<file path="src/rtl/ifetch_pkg.sv">
// Shared types and constants for the instruction-fetch sequencer.
package ifetch_pkg;

    typedef enum logic [2:0] {
        IDLE    = 3'd0,
        REQ     = 3'd1,
        ISSUE   = 3'd2,
        WAIT_PC = 3'd3,
        SETTLE  = 3'd4,
        FAULT   = 3'd5
    } state_t;

    localparam logic [31:0] NOP_INST = 32'h0000_0013;

    localparam logic [1:0] ERR_NONE     = 2'b00;
    localparam logic [1:0] ERR_TIMEOUT  = 2'b01;
    localparam logic [1:0] ERR_MISALIGN = 2'b10;

    function automatic logic [31:0] word_align(input logic [31:0] addr);
        return addr & 32'hFFFF_FFFC;
    endfunction

endpackage

</file>
<file path="src/rtl/ifetch_seq_rise_det.sv">
// rise_det: registered rising-edge detector; the history register resets to RST_VAL
// so a level already high when reset releases is not mistaken for a new rise.
module rise_det #(
    parameter logic RST_VAL = 1'b1
) (
    input  logic clk,
    input  logic rst,
    input  logic d,
    output logic rise
);

    logic hist_r;

    // one-cycle-delayed copy of the input
    always_ff @(posedge clk) begin
        if (rst) begin
            hist_r <= RST_VAL;
        end else begin
            hist_r <= d;
        end
    end

    assign rise = d & ~hist_r;

endmodule

</file>
<file path="src/rtl/ifetch_seq.sv">
// ifetch_seq: fetches instruction words at the current PC and strobes them to the control unit.
// Build option IFETCH_ALIGN_CHECK_EN: misaligned PCs fault instead of being rounded down.
module ifetch_seq
    import ifetch_pkg::*;
#(
    parameter int unsigned TIMEOUT  = 255,
    parameter int unsigned ENB_HOLD = 1
) (
    input  logic        CLK,
    input  logic        RST,
    input  logic        HALT,
    input  logic [31:0] PC_ADDR,
    input  logic        PC_CLK,
    input  logic        IMEM_ACK,
    input  logic [31:0] IMEM_RDATA,
    output logic        IMEM_REQ,
    output logic [31:0] IMEM_ADDR,
    output logic [31:0] MEM_INST,
    output logic        INST_ENB,
    output logic [1:0]  FETCH_ERR,
    output logic        BUSY,
    output logic [31:0] INST_CNT
);

    localparam logic [31:0] TMO_LIM   = 32'(TIMEOUT);
    localparam logic [3:0]  HOLD_LAST = 4'(ENB_HOLD - 32'd1);

    state_t      state_r, state_s;
    logic        req_r, req_s;
    logic [31:0] addr_r, addr_s;
    logic [31:0] inst_r, inst_s;
    logic        enb_r, enb_s;
    logic [1:0]  err_r, err_s;
    logic        busy_r, busy_s;
    logic [31:0] cnt_r, cnt_s;
    logic        pend_r, pend_s;
    logic [31:0] tmo_r, tmo_s;
    logic [3:0]  hold_r, hold_s;
    logic        pc_rise_s;
    logic        pc_bad_s;
    logic [31:0] pc_lat_s;

    rise_det #(.RST_VAL(1'b1)) u_pc_rise (
        .clk  (CLK),
        .rst  (RST),
        .d    (PC_CLK),
        .rise (pc_rise_s)
    );

`ifdef IFETCH_ALIGN_CHECK_EN
    assign pc_bad_s = (PC_ADDR[1:0] != 2'b00);
    assign pc_lat_s = PC_ADDR;
`else
    assign pc_bad_s = 1'b0;
    assign pc_lat_s = word_align(PC_ADDR);
`endif

    // next-state and next-output logic
    always_comb begin
        state_s = state_r;
        req_s   = req_r;
        addr_s  = addr_r;
        inst_s  = inst_r;
        enb_s   = enb_r;
        err_s   = err_r;
        cnt_s   = cnt_r;
        pend_s  = pend_r;
        tmo_s   = tmo_r;
        hold_s  = hold_r;

        case (state_r)
            IDLE, SETTLE: begin
                if (HALT) begin
                    state_s = IDLE;
                end else begin
                    addr_s = pc_lat_s;
                    if (pc_bad_s) begin
                        state_s = FAULT;
                        err_s   = ERR_MISALIGN;
                    end else begin
                        state_s = REQ;
                        req_s   = 1'b1;
                        tmo_s   = 32'd0;
                    end
                end
            end
            REQ: begin
                if (IMEM_ACK) begin
                    inst_s  = IMEM_RDATA;
                    req_s   = 1'b0;
                    enb_s   = 1'b1;
                    cnt_s   = cnt_r + 32'd1;
                    hold_s  = 4'd0;
                    state_s = ISSUE;
                end else begin
                    tmo_s = tmo_r + 32'd1;
                    if ((TMO_LIM != 32'd0) && (tmo_s == TMO_LIM)) begin
                        state_s = FAULT;
                        req_s   = 1'b0;
                        err_s   = ERR_TIMEOUT;
                    end else begin
                        state_s = REQ;
                    end
                end
            end
            ISSUE: begin
                // a completion arriving while the strobe is still high is remembered
                if (pc_rise_s) begin
                    pend_s = 1'b1;
                end else begin
                    pend_s = pend_r;
                end
                if (hold_r == HOLD_LAST) begin
                    enb_s   = 1'b0;
                    state_s = WAIT_PC;
                end else begin
                    hold_s = hold_r + 4'd1;
                end
            end
            WAIT_PC: begin
                if (pc_rise_s || pend_r) begin
                    pend_s  = 1'b0;
                    state_s = SETTLE;
                end else begin
                    state_s = WAIT_PC;
                end
            end
            FAULT: begin
                state_s = FAULT;
                req_s   = 1'b0;
                enb_s   = 1'b0;
            end
            default: begin
                state_s = IDLE;
                req_s   = 1'b0;
                enb_s   = 1'b0;
            end
        endcase

        busy_s = (state_s != IDLE) && (state_s != FAULT);
    end

    // state and output registers
    always_ff @(posedge CLK) begin
        if (RST) begin
            state_r <= IDLE;
            req_r   <= 1'b0;
            addr_r  <= 32'd0;
            inst_r  <= NOP_INST;
            enb_r   <= 1'b0;
            err_r   <= ERR_NONE;
            busy_r  <= 1'b0;
            cnt_r   <= 32'd0;
            pend_r  <= 1'b0;
            tmo_r   <= 32'd0;
            hold_r  <= 4'd0;
        end else begin
            state_r <= state_s;
            req_r   <= req_s;
            addr_r  <= addr_s;
            inst_r  <= inst_s;
            enb_r   <= enb_s;
            err_r   <= err_s;
            busy_r  <= busy_s;
            cnt_r   <= cnt_s;
            pend_r  <= pend_s;
            tmo_r   <= tmo_s;
            hold_r  <= hold_s;
        end
    end

    assign IMEM_REQ  = req_r;
    assign IMEM_ADDR = addr_r;
    assign MEM_INST  = inst_r;
    assign INST_ENB  = enb_r;
    assign FETCH_ERR = err_r;
    assign BUSY      = busy_r;
    assign INST_CNT  = cnt_r;

endmodule

</file>
<file path="config.mk">
export PLATFORM = sky130hd
export DESIGN_NAME = ifetch_seq
export DESIGN_NICKNAME = d
export VERILOG_FILES = /design/src/rtl/ifetch_pkg.sv /design/src/rtl/ifetch_seq_rise_det.sv /design/src/rtl/ifetch_seq.sv
export SDC_FILE = /design/constraint.sdc
export NUM_CORES = 1
export LEC_CHECK = 0
export CORE_UTILIZATION = 26
export DETAILED_ROUTE_END_ITERATION = 10
export DONT_BUFFER_PORTS = 1
export PLACE_DENSITY = 0.36
export SLEW_MARGIN = 20
export SYNTH_ARGS = -nofsm -noshare
export SYNTH_HDL_FRONTEND = slang
export SYNTH_HIERARCHICAL = 1
export SYNTH_SLANG_ARGS = --single-unit
</file>
<file path="constraint.sdc">
create_clock -name CLK -period 9.07 [get_ports CLK]
set_input_delay 1.814 -clock CLK [delete_from_list [all_inputs] [get_ports CLK]]
set_output_delay 1.814 -clock CLK [all_outputs]
set_load 0.005 [all_outputs]
</file>
==> reports/metrics.yaml, run 1 <==
synth_area_leaders: "dfxtp_1 43%, nand2_1 9.6%, a21oi_1 7.8%"
drt_iter0_drc: 297
synth_enable_flop_cells: 0
stdcell_count: 1125
wire_per_inst_um: 15.7
yosys.area.top_type: "dfxtp_1"
drtPass1Iterations: 5
post-cts-setup-buffer-count: 0
setup_viol: 0
skew_ps: 10.3
initial_utilization_pct: 26.6
cts_max_level: 4
clk_pin_slew_ps: 60
drc: 0
worstSetupStartpointType: "input pin"
worstSetupPathType: "in -> reg"
power_leakage_uw: 0.00241
synth_flop_cell: "dfxtp_1"
path_max_fanout: 41
antenna_cells: 0
layout_commonest_cell: "nand2_1"
grt_usage_pct: 13.9
syn_inst: 820
hp-class: "reg -> reg"
grt_max_degree: 139
n_fill_cell: 2630
root_buffer: "clkbuf_16"
antenna_found_initial: 0
dp.cells: 1094
synthArstFlopShare_pct: 0
core_mm2: 0.0245
worst_slack_ps: 5210
dp.final_hpwl_um: 11800
cts_buffers: 17
synth_top_cell_area_share_pct: 42.7
cap_violations: 0
ys_seq_area_share_pct: 42.7
io_pins: 170
insertion_delay_ps: 420
ant_nets: 0
period_share_pct: 42.5
slew_viol_final: 0
drive_above_1_share_pct: 6.74
die_y_um: 160
nets: 863
cp.arrival_ps: 4210
clock.fmax_mhz: 259
viasPerCell: 4.97
p_per_area_mw_per_mm2: 198
dieArea_mm2: 0.0257
grt_first_pass_wirelength_um: 28800
final_cell_area_mm2: 0.00722
ctsResizeCount: 0
tritoncts: "yes"
pre_cts_ws_ps: 4750
portBuffers: 0
status: "finished, final reports clean"
synth_seq_cells: 139
final_cell_mix: "167 x nand2_1, 139 x dfxtp_1, 102 x a21oi_1"
tns_ps: 0
wirelength_um: 17600
endpoint_kind: "register"
worstPathRequired_ps: 9430
irDropWorstVdd_v: 0.000102
period_minus_slack_ps: 3860
hold_violations: 0
grt_pass1_vias: 5447
yosysWarnings: 6
power_uw: 1430
gp_routability_congestion: 0.767
syn_to_final_growth_pct: 10.8
dpl-instance-area_mm2: 0.00664
clockBufferDepth: 2
relSlewSlack_pct: 45.0
die_w_um: 160
synth_cell_type_count: 58
gr-total-overflow: 0
vias: 5591
cts_num_sinks: 139
postCtsHoldBufs: 0
synth_area_mm2: 0.00652
syn_avg_cell_area_um2: 7.95
worstMarginPinSlew_ps: 817
rows: 57
rsz0062_at_grt: "no"
registers in the layout, indices dropped and copies added, names as in the netlist, 3 cells and up:
signal	cells
INST_CNT	32
MEM_INST	32
hold_r	4
IMEM_ADDR	30
tmo_r	32
state_r	3
logic make-up after synthesis:
logic type | Yosys count | synth area share, %
muxes | 3 | 0.461
and+or+nand+nor | 385 | 28.7
buffers and inverters | 69 | 6.28
other | 1 | 0.0575
adders and majority gates | 5 | 0.960
xor gates and xnor gates | 40 | 5.38
AOI/OAI and AO/OA | 178 | 15.4
DFF | 139 | 42.7
layout make-up:
class / count / area [um^2] / area share (%)
inverters: 10 / 37.5 / 0.520
repair buffers: 7 / 52.6 / 0.728
multi-input cells: 614 / 3360 / 46.5
well taps: 324 / 405 / 5.62
clock inverters: 14 / 155 / 2.15
clock buffers: 17 / 425 / 5.89
flip-flops and latches: 139 / 2780 / 38.6
report_power, final:
| part | internal (uW) | leakage, uW | switching [uW] |
|---|---|---|---|
| combinational | 26.3 | 0.000999 | 50.3 |
| sequential | 630 | 0.00113 | 19.4 |
| clock | 410 | 0.000287 | 296 |
metal layers:
layer / up-vias / GRT usage (%) / wire [um]
met3: 18 / 4.05 / 981
met5: - / 0 / 0
met1: 2649 / 17.0 / 8080
met4: 0 / 5.02 / 259
li1: 2791 / - / -
met2: 133 / 23.2 / 8290
worst max-delay path, cell delays in order:
cell,delay (ps)
nor4bb_4,160
buf_4,430
nand3_1,310
nor4_1,490
nand4_1,390
or3_1,460
a21oi_1,140
through the flow:
| step | hold slack (ps) | utilization (%) |
|---|---|---|
| finish | 463 | 29.5 |
| global route | 480 | 29.5 |
| CTS | 469 | 29.5 |
| detailed placement | 461 | 27.1 |
| global placement | 459 | 27.1 |
| floorplan | 442 | - |
Yosys cell counts, types with 7 or more instances:
cell type  instances
nand4_1           19
nor2_1            66
dfxtp_1          139
inv_1             10
nand3_1           27
clkbuf_1          42
nand2_1          167
nand3b_1           8
xnor2_1           15
nor3_1            21
or3_1             16
a31oi_1            7
and3_1            11
a21oi_1          102
nor4_1            12
o21ai_0           37
a311oi_1           7
xor2_1            25
worst paths after layout:
path,from,endpoint,slack (ps),cells after the start
setup / recovery,IMEM_ACK,INST_CNT[26]$_SDFFE_PP0P_,5210,7
hold reg to reg,FETCH_ERR[0]$_SDFFE_PP0P_,FETCH_ERR[0]$_SDFFE_PP0P_,460,2
setup reg to reg,tmo_r[0]$_SDFFE_PP0P_,IMEM_REQ$_SDFFE_PP0P_,5800,9
hold / removal,FETCH_ERR[0]$_SDFFE_PP0P_,FETCH_ERR[0]$_SDFFE_PP0P_,460,2
Power figures use the tool's default switching activity.
==> inputs of run 2 (changes only) <==
==> constraint.sdc (replaced) <==
create_clock -name CLK -period 3.7 [get_ports CLK]
set_input_delay 0.74 -clock CLK [delete_from_list [all_inputs] [get_ports CLK]]
set_output_delay 0.74 -clock CLK [all_outputs]
set_load 0.005 [all_outputs]
==> reports/metrics.yaml, run 2 (synthesis results as in run 1) <==
worstPathRequired_ps: 4000  # was 9430 ps
worstSetupStartpointType: "register"  # was input pin
root_buffer: "clkbuf_16"  # unchanged
gp_routability_congestion: 0.755  # was 0.767
dp.cells: 1101  # was 1,094
nets: 870  # was 863
wirelength_um: 17700  # was 17,600 um
viasPerCell: 4.97  # about the same
antenna_cells: 0  # unchanged
slew_viol_final: 0  # unchanged
core_mm2: 0.0245  # unchanged
cp_slowest_stage_delay_ps: 490  # about the same
io_pins: 170  # unchanged
critPathSlowestCell: "a2111oi_0"  # was nor4_1
n_fill_cell: 2605  # was 2,630
grt_first_pass_wirelength_um: 28400  # was 28,800 um
wire_per_inst_um: 15.6  # was 15.7 um
cts_num_sinks: 139  # unchanged
p_per_area_mw_per_mm2: 482  # was 198 mW/mm^2
postCtsHoldBufs: 0  # unchanged
die_w_um: 160  # unchanged
multi_input_area_mm2: 0.00336  # about the same
power_leakage_uw: 0.00244  # was 0.00241 uW
path_max_fanout: 8  # was 41
grt_usage_pct: 13.9  # about the same
crit_buf_inv: 2  # was 1
wl_met3_um: 1010  # was 981 um
post-cts-setup-buffer-count: 0  # unchanged
hp-class: "in -> reg"  # was reg -> reg
grt_pass1_vias: 5295  # was 5,447
insertion_delay_ps: 420  # about the same
clk_pin_slew_ps: 70  # was 60 ps
die_y_um: 160  # unchanged
relSlewSlack_pct: 46.9  # was 45.0%
tns_ps: 0  # unchanged
stdcell_count: 1133  # was 1,125
gr-total-overflow: 0  # unchanged
worstMarginPinSlew_ps: 790  # was 817 ps
skew_ps: 12.3  # was 10.3 ps
worstSetupPathType: "reg -> reg"  # was in -> reg
regArea_mm2: 0.00278  # unchanged
drt_iter0_drc: 281  # was 297
wl_met2_um: 8390  # was 8290 um
final_cell_mix: "167 x nand2_1, 139 x dfxtp_1, 102 x a21oi_1"  # unchanged
rows: 57  # unchanged
cp.arrival_ps: 3350  # was 4210 ps
irDropWorstVdd_v: 0.000295  # was 0.000102 V
portBuffers: 0  # unchanged
rsz0062_at_grt: "no"  # unchanged
layout_commonest_cell: "nand2_1"  # unchanged
period_minus_slack_ps: 3050
cts_max_level: 4  # unchanged
crit_family: "simple AND/OR/NAND/NOR gates"  # unchanged
status: "finished, final reports clean"  # unchanged
critPathMostFrequentCell: "buf_4"
fin_hold_ws_ps: 387  # was 463 ps
dp.final_hpwl_um: 12000  # was 11,800 um
initial_utilization_pct: 26.6  # unchanged
syn_to_final_growth_pct: 11.7  # was 10.8%
clock.fmax_mhz: 328
period_share_pct: 82.4
ant_nets: 0  # unchanged
clockBufferDepth: 2  # unchanged
antenna_found_initial: 0  # unchanged
dieArea_mm2: 0.0257  # unchanged
tritoncts: "yes"  # unchanged
drc: 0  # unchanged
drtPass1Iterations: 6  # was 5
cap_violations: 0  # unchanged
endpoint_kind: "register"  # unchanged
met1_length_um: 7990  # was 8080 um
vias: 5628  # was 5,591
utilization_pct: 29.8  # was 29.5%
ctsResizeCount: 0  # unchanged
drive_above_1_share_pct: 7.54  # was 6.74%
cts_buffers: 17  # unchanged
setup_viol: 0  # unchanged
hold_violations: 0  # unchanged
grt_max_degree: 139  # unchanged
dr.max_layer_used: "met4"  # unchanged
worstPathCellList: "ha_1 > nand3_1 > nor4_1 > buf_4 > and4_1 > xor2_1 > a2111oi_0 > buf_4 > nand4_1 > o31a_1"  # was nor4bb_4 > buf_4 > nand3_1 > nor4_1 > nand4_1 > or3_1 > a21oi_1
## run 2: changes by cell type in the layout (fill, tap and decap cells not counted), sizes merged
cell | before | now
clkinvlp | 1 | 5
clkbuf | 17 | 18
bufinv | 2 | 1
buf | 7 | 14
clkinv | 3 | 1
inv | 18 | 17
## run 2: final cells by class
type	count	area share [%]
clock inverter	14	2.10
multi-input combinational	614	46.1
sequential	139	38.2
inverter	10	0.516
clock buffer	18	6.03
timing repair buffer	14	1.44
tap	324	5.57
## run 2: path summary, 6_finish.rpt
| kind | from | end | slack, ps | cells after the start |
|---|---|---|---|---|
| worst max-delay path | tmo_r[0]$_SDFFE_PP0P_ | IMEM_REQ$_SDFFE_PP0P_ | 650 | 10 |
| worst min-delay path | RST | IMEM_ADDR[8]$_SDFFE_PP0P_ | 390 | 1 |
| worst max register to register | tmo_r[0]$_SDFFE_PP0P_ | IMEM_REQ$_SDFFE_PP0P_ | 650 | 10 |
| worst min register to register | IMEM_ADDR[22]$_SDFFE_PP0P_ | IMEM_ADDR[22]$_SDFFE_PP0P_ | 470 | 2 |
## run 2: power by group
group,switching (uW),internal (uW),total [uW],leakage (uW)
clock network,754,970,1720,0.000275
logic,131,68.1,199,0.00103
registers,40.9,1550,1590,0.00113
total,926,2580,3510,0.00244
## run 2: metrics by stage
stage | setup WS (ps) | instance area, um^2 | total power (uW)
after global placement | 659 | 6690 | 1820
after detailed placement | 637 | 6690 | 1820
final | 649 | 7280 | 3510
after CTS | 599 | 7280 | 3570
after floorplan | 790 | 6520 | 1780
after global routing | 285 | 7280 | 3670
## run 2: layer usage
layer | GRT usage (%) | vias up
met5 | 0 | -
met4 | 5.63 | 0
met3 | 3.90 | 19
met2 | 22.7 | 128
met1 | 17.1 | 2673
li1 | - | 2808
